--- config.mk ---
export PLATFORM = sky130hd
export DESIGN_NAME = branch_predictor_table_ctrl
export DESIGN_NICKNAME = d
export VERILOG_FILES = /design/src/rtl/branch_predictor_table_ctrl.sv
export SDC_FILE = /design/constraint.sdc
export NUM_CORES = 1
export LEC_CHECK = 0
export CORE_AREA = 5 5 94 96
export DETAILED_ROUTE_END_ITERATION = 8
export DIE_AREA = 0 0 99 101
export PLACE_DENSITY = 0.69
export SLEW_MARGIN = 5
export SYNTH_ARGS = -nofsm -noshare
export SYNTH_HDL_FRONTEND = slang
export SYNTH_SLANG_ARGS = --single-unit
export TNS_END_PERCENT = 1
--- constraint.sdc ---
create_clock -name clock_i -period 3.45 [get_ports clock_i]
set_clock_uncertainty 0.05 [all_clocks]
set_input_delay 0.5175 -clock clock_i [delete_from_list [all_inputs] [get_ports clock_i]]
set_output_delay 0.5175 -clock clock_i [all_outputs]
set_load 0.05 [all_outputs]
--- src/rtl/branch_predictor_table_ctrl.sv ---
// -----------------------------------------------------------------------------
// branch_predictor_table_ctrl
//
// A table of 2-bit saturating branch counters indexed by PC[IDX_BITS+1:2].
// It serves one IF-stage prediction lookup per cycle with 1-cycle latency.
// Resolved-branch outcomes arrive from EX through a valid/ready update FIFO.
// One queued update is retired into the table each cycle.
// After init_i, a CLEAR/RUN FSM sweeps every counter to INIT_STATE.
//
// Optional feature macro: BP_BYPASS_EN
//   Defined   : a lookup that hits the entry being drained in the same cycle
//               sees the post-update counter.
//   Undefined : that lookup sees the stale (pre-update) counter.
//   The table contents are identical in both builds.
//
// Ports
//   clock_i          clock, all state changes on posedge
//   init_i           synchronous active-high reset / re-initialise
//   lookup_valid_i   prediction request this cycle
//   lookup_pc_i      PC of the fetched instruction
//   pred_valid_o     registered, prediction_o is meaningful
//   prediction_o     registered, 1 = predict taken
//   upd_valid_i      resolved-branch update offered
//   upd_pc_i         PC of the resolved branch
//   upd_outcome_i    1 = branch was taken
//   upd_ready_o      update FIFO can accept this cycle
//   busy_o           high while the clear sweep runs
// -----------------------------------------------------------------------------
module branch_predictor_table_ctrl #(
  parameter int unsigned IDX_BITS   = 4,
  parameter int unsigned UPD_DEPTH  = 4,
  parameter logic [1:0]  INIT_STATE = 2'b01
) (
  input  logic        clock_i,
  input  logic        init_i,
  input  logic        lookup_valid_i,
  input  logic [31:0] lookup_pc_i,
  output logic        pred_valid_o,
  output logic        prediction_o,
  input  logic        upd_valid_i,
  input  logic [31:0] upd_pc_i,
  input  logic        upd_outcome_i,
  output logic        upd_ready_o,
  output logic        busy_o
);
  localparam int unsigned ENTRIES = 2 ** IDX_BITS;
  localparam int unsigned AW      = $clog2(UPD_DEPTH);
  localparam int unsigned CW      = AW + 1;

  typedef enum logic {CLEAR = 1'b0, RUN = 1'b1} state_e;

  state_e              state_q, state_d;
  logic [IDX_BITS-1:0] ptr_q, ptr_d;
  logic [1:0]          table_q [ENTRIES];
  logic [IDX_BITS:0]   fifo_q  [UPD_DEPTH];   // {index, taken}
  logic [AW-1:0]       wr_q, rd_q;
  logic [CW-1:0]       cnt_q;
  logic                pred_valid_q, prediction_q;

  logic [IDX_BITS-1:0] lk_idx, up_idx, head_idx;
  logic                head_taken, push, pop;
  logic [1:0]          head_new, lk_cnt;
  logic                unused_pc_bits;

  function automatic logic [1:0] sat_cnt(input logic [1:0] c, input logic taken);
    if (taken) return (c == 2'd3) ? 2'd3 : c + 2'd1;
    else       return (c == 2'd0) ? 2'd0 : c - 2'd1;
  endfunction

  assign lk_idx     = lookup_pc_i[IDX_BITS+1:2];
  assign up_idx     = upd_pc_i[IDX_BITS+1:2];
  assign head_idx   = fifo_q[rd_q][IDX_BITS:1];
  assign head_taken = fifo_q[rd_q][0];
  assign head_new   = sat_cnt(table_q[head_idx], head_taken);

  // Ready comes from the registered count only, so a pop in the same cycle
  // never re-opens a full FIFO.
  assign push = upd_valid_i & upd_ready_o;
  // An entry is counted only after the edge that pushed it, so it is applied
  // at the earliest one cycle after its push.
  assign pop  = (state_q == RUN) && (cnt_q != '0);

`ifdef BP_BYPASS_EN
  assign lk_cnt = (pop && (head_idx == lk_idx)) ? head_new : table_q[lk_idx];
`else
  assign lk_cnt = table_q[lk_idx];
`endif

  assign unused_pc_bits = ^{lookup_pc_i[31:IDX_BITS+2], lookup_pc_i[1:0],
                            upd_pc_i[31:IDX_BITS+2], upd_pc_i[1:0]};

  // FSM next state and outputs
  always_comb begin
    state_d     = state_q;
    ptr_d       = ptr_q;
    busy_o      = 1'b0;
    upd_ready_o = 1'b0;
    case (state_q)
      CLEAR: begin
        busy_o = 1'b1;
        ptr_d  = ptr_q + 1'b1;
        if (&ptr_q) state_d = RUN;
      end
      RUN: begin
        upd_ready_o = (cnt_q < CW'(UPD_DEPTH));
      end
      default: state_d = CLEAR;
    endcase
  end

  always_ff @(posedge clock_i) begin
    if (init_i) begin
      state_q <= CLEAR;
      ptr_q   <= '0;
    end else begin
      state_q <= state_d;
      ptr_q   <= ptr_d;
    end
  end

  // FIFO pointers and occupancy
  always_ff @(posedge clock_i) begin
    if (init_i) begin
      wr_q  <= '0;
      rd_q  <= '0;
      cnt_q <= '0;
    end else begin
      if (push) wr_q <= wr_q + 1'b1;
      if (pop)  rd_q <= rd_q + 1'b1;
      case ({push, pop})
        2'b10:   cnt_q <= cnt_q + 1'b1;
        2'b01:   cnt_q <= cnt_q - 1'b1;
        default: cnt_q <= cnt_q;
      endcase
    end
  end

  always_ff @(posedge clock_i) begin
    if (push) fifo_q[wr_q] <= {up_idx, upd_outcome_i};
  end

  // Table write: sweep in CLEAR, drain in RUN; init discards the pending head.
  always_ff @(posedge clock_i) begin
    if (!init_i) begin
      if (state_q == CLEAR) table_q[ptr_q]    <= INIT_STATE;
      else if (pop)         table_q[head_idx] <= head_new;
    end
  end

  // Prediction register
  always_ff @(posedge clock_i) begin
    if (init_i) begin
      pred_valid_q <= 1'b0;
      prediction_q <= 1'b0;
    end else if ((state_q == RUN) && lookup_valid_i) begin
      pred_valid_q <= 1'b1;
      prediction_q <= lk_cnt[1];
    end else begin
      pred_valid_q <= 1'b0;
    end
  end

  assign pred_valid_o = pred_valid_q;
  assign prediction_o = prediction_q;
endmodule

== Word level (Yosys, flattened, before mapping) ==
Memory sizes are Yosys's and may differ from the RTL's. A register that Yosys moved wholly into a read port is not among the register bits.
Cells that the tools add are included.

* Memory bits (writable): 52
* Bits in registers: 13
* Memories kept: 2
* Output and inout port bits: 4
* Bits of input ports: 69
* Word-level logic and storage cells: 49

{| class="wikitable"
|+ Memories
! name !! words !! bits a word !! rd ports !! clocked after Yosys merged registers in !! write ports !! line !! RTL
|-
| table_q || 16 || 2 || 2 || 1 || 1 || 54 || <nowiki>logic [1:0] table_q [ENTRIES];</nowiki>
|-
| fifo_q || 4 || 5 || 1 || 1 || 1 || 55 || <nowiki>logic [IDX_BITS:0] fifo_q [UPD_DEPTH];</nowiki>
|}

* Reduce and logical (&&, ||, !) cells: 7
* Bitwise gates (word level): 1
* $add $sub $neg: 7
* Muxes and demuxes: 22
* Order comparisons: 1
* Equal/unequal tests: 3

{| class="wikitable"
|+ Operators with widths
! kind !! count
|-
| $mux 1 || 14
|-
| $mux 2 || 6
|-
| $add 2x1->2 const B || 3
|-
| $pmux 3 s2 || 1
|-
| $add 4x1->4 const B || 1
|-
| $eq 2x2->1 const B || 2
|-
| $mux 4 || 1
|-
| $reduce_and 4->1 || 1
|-
| $add 3x1->3 const B || 1
|-
| $lt 3x3->1 const B || 1
|-
| $reduce_bool 3->1 || 1
|-
| $sub 3x1->3 const B || 1
|-
| $eq 2x1->1 const B || 1
|-
| $logic_and 1x1->1 || 2
|-
| $logic_not 2->1 || 1
|-
| $reduce_bool 2->1 || 1
|-
| $reduce_or 2->1 || 1
|-
| $sub 2x1->2 const B || 1
|-
| $and 1x1->1 || 1
|}

== Longest topological paths before layout ==
* Depth after elaboration: 8
* Mapped depth: 10
* Mapped depth without buffers: 9

== Worst setup path before layout ==
Ideal clock, no wire load.

* Path kind: register to register
* From: register with a tool-made name
* To: memory table_q[0][1] (data pin)
* Data required time: 3.073 ns
* Library setup time: 0.327 ns
* Setup slack: 0.335 ns
* Data arrival time: 2.738 ns
* Cell stages (with the launch flop): 11
* Cell sequence: dfxtp_1 buf_6 mux4_2 buf_6 buf_12 mux2i_1 a22oi_1 nand2_1 mux2_2 maj3_2 nor3_1

{| class="wikitable"
|+ RTL lines
! element !! line
|-
| to (decl) || 54
|}

==> run metrics <==
area delta synth->final=13.6%; dpl cell area=3340 sq um; utilization after layout=43.8%; Routed WL=5530 um; core area=7970 sq um; RSZ-0062 raised after global routing=false; # H-tree levels=3; Longest Clk Path Bufs=2; Comb power frac=4.1%; largest net degree at the start of global routing=20; Rel. slew slack=65.1%; CP Max Fanout=17; EDFF count, synth=52; Initial Util=38.6%; die height=101 um; Die Wd=99 um; Clock Latency Late Sink=0.33 ns; # nets final=324; max-cap violation count=0; Worst-path clk slew=0.06 ns; # IOs=73; Post-synth top flop=edfxtp_1; post-synthesis sequential area ratio=61.2%; syn_area_per_cell=13.7 sq um; total global routing overflow=0; total clock sinks=68; slowest stage cell, crit path=mux4_2; Non-Filler Instances=358; Worst IR Drop VDD=249 uV; first-pass GRT wire length=8980 um; vias in the first global route=1824; nature of the critical path startpoint=flop; Switching Share=20.8%; Vias=1809; Mapped Area=3070 sq um; final setup TNS=0 ns; gpl congestion=0.769; post-route ant nets=0; fin area=3490 sq um; post-synthesis cell type count=41; Critical Path RT=3.47 ns; Cells after DPL=342; fin crit period=3.10 ns; drt initial violations=81; synthesized instance count=224; postcts setup bufs=0; Post-synth ARST share=0%; Hold Buf Count CTS=0; drt via density=5.05; register share of total power=60.3%; worst hold path type=reg2reg; diodes inserted=0; Final Max Tran Viols=0; kind of critical path=reg2reg; Die ar.=10000 sq um; status=complete, no violations; Setup-failing EPs final=0; arrival time at the worst endpoint=3.12 ns; layout cell share with drive strength beyond 1=13.4%; f_max=322 MHz; post-CTS sizing=0; CP endpoint kind=flop; static leakage=1.17 nW; row cnt=33; Post-DP HPWL=3900 um; GRT Overall Usage=12.1%; net load switching power=0.306 mW; Hold Vio Cnt, Final=0; Mapped Nets=300; number of antenna violations at the first check in global routing=0; Final period util=89.9%; Clk network pwr share=35.6%; total power per unit cell area=421 nW/um^2; Yosys warning total=0; Worst-Margin Slew=0.508 ns; CP max stage delay=0.83 ns; # port buffers=16; DRC=0; P_int=1.16 mW; CTS tree=done; Yosys reg bits=68; CP Cell Sequence=mux4_2, mux2_4, a22o_1, a221oi_2, mux2_2, maj3_2, nor3_1, buf_4; post-DR wirelength/cell=15.4 um; CTS Buf Count=9; Root Buffer Master=clkbuf_8; DR pass1 iterations=4
==> layer usage <==
layer / track usage [%] / part of all wire (%)
met3: 4.15 / 4.3
met5: 0 / 0
met1: 14.3 / 44
met4: 6.30 / 2.5
met2: 19.6 / 49
==> metrics by stage <==
| step | total power [mW] | hold slack, ns | setup slack [ns] |
|---|---|---|---|
| after detailed placement | 0.965 | 0.409 | 0.350 |
| after floorplan | 0.934 | 0.419 | 0.335 |
| final | 1.47 | 0.413 | 0.349 |
| after global routing | 1.53 | 0.444 | 0.200 |
| after global placement | 0.963 | 0.408 | 0.369 |
| after CTS | 1.49 | 0.418 | 0.336 |
==> critical path, delay by kind of cell (launching register included) <==
kind / cells / cell delay, ns
flops: 1 / 0.52
buf+inv: 1 / 0.19
fa+ha+maj: 1 / 0.19
mux: 3 / 1.44
simple gates: 1 / 0.04
compound gates: 2 / 0.40
==> path summary, 6_finish.rpt <==
kind	from	cells past startpoint	slack, ns	endpoint
max	flop	8	0.35	table_q[8][1]
max reg2reg	flop	8	0.35	table_q[8][1]
min reg2reg	prediction_o	2	0.41	prediction_o
min	prediction_o	2	0.41	prediction_o
==> power by group through the flow <==
| stage | combinational [mW] | sequential (mW) | clock, mW |
|---|---|---|---|
| after floorplan | 0.0331 | 0.901 | 0 |
| after global placement | 0.0597 | 0.903 | 0 |
| after detailed placement | 0.0615 | 0.904 | 0 |
| after CTS | 0.0618 | 0.885 | 0.545 |
| after global routing | 0.0671 | 0.886 | 0.580 |
| final | 0.0610 | 0.886 | 0.523 |
==> sequential cells by signal, indices dropped and copies added (netlist names), named ones only <==
| signal | flops |
|---|---|
| table_q | 32 |
| fifo_q | 20 |
| ptr_q | 4 |
| cnt_q | 3 |
| rd_q | 2 |
| wr_q | 2 |
| pred_valid_o | 1 |
| prediction_o | 1 |
| state_q | 1 |
==> cell families after synthesis <==
group / after synthesis / share of synthesized area (%)
AND/OR/NAND/NOR: 70 / 10.6
adder cells (fa/ha/maj): 8 / 3.46
AO/OA/AOI/OAI: 23 / 5.25
multiplexers: 31 / 14.1
flip-flops: 68 / 61.2
XOR/XNOR: 8 / 2.28
buffers and inverters: 16 / 3.01
==> synthesized netlist by cell type (2+ instances only) <==
cell / count / area, sq um
nor3b_1: 3 / 22.5
nor3_1: 4 / 20.0
mux2i_1: 16 / 160
a22oi_1: 6 / 45.0
a21oi_1: 7 / 35.0
inv_1: 8 / 30.0
mux2_2: 5 / 56.3
xor2_1: 5 / 43.8
buf_6: 2 / 22.5
o21ai_1: 2 / 10.0
ha_1: 6 / 75.1
and3_1: 4 / 25.0
nand2_1: 12 / 45.0
mux4_2: 9 / 203
nand3_1: 5 / 25.0
a31oi_1: 2 / 12.5
nor2_1: 32 / 120
nand3b_1: 2 / 15.0
xnor2_1: 3 / 26.3
clkbuf_1: 3 / 11.3
dfxtp_1: 16 / 320
edfxtp_1: 52 / 1560
nor2b_1: 2 / 12.5
==> final cells by class <==
class,count,area [sq um]
fillers,737,4480
flip-flops and latches,68,1880
multi-input cells,140,1100
repair buffers,21,198
clock buffers,12,135
well taps,105,131
inverters,8,30.0
clock inverters,4,17.5
==> cells in the final DEF, fill, tap and decap left out, drive strengths merged, types with 2 or more instances in the layout <==
master,synthesis,layout
nor3,4,4
xnor2,3,3
nand3b,2,2
a21oi,7,7
clkinv,0,4
ha,6,6
clkbuf,3,12
o21ai,3,3
a31oi,2,2
nor3b,3,3
nand3,5,5
nor2b,2,2
nand2,12,12
nor2,32,32
edfxtp,52,52
mux4,9,9
dfxtp,16,16
and3,4,4
clkdlybuf4s50,0,16
xor2,5,5
mux2i,16,16
inv,8,8
buf,5,5
mux2,6,6
a22oi,6,6
No activity file was read; power rests on OpenSTA's default activity.
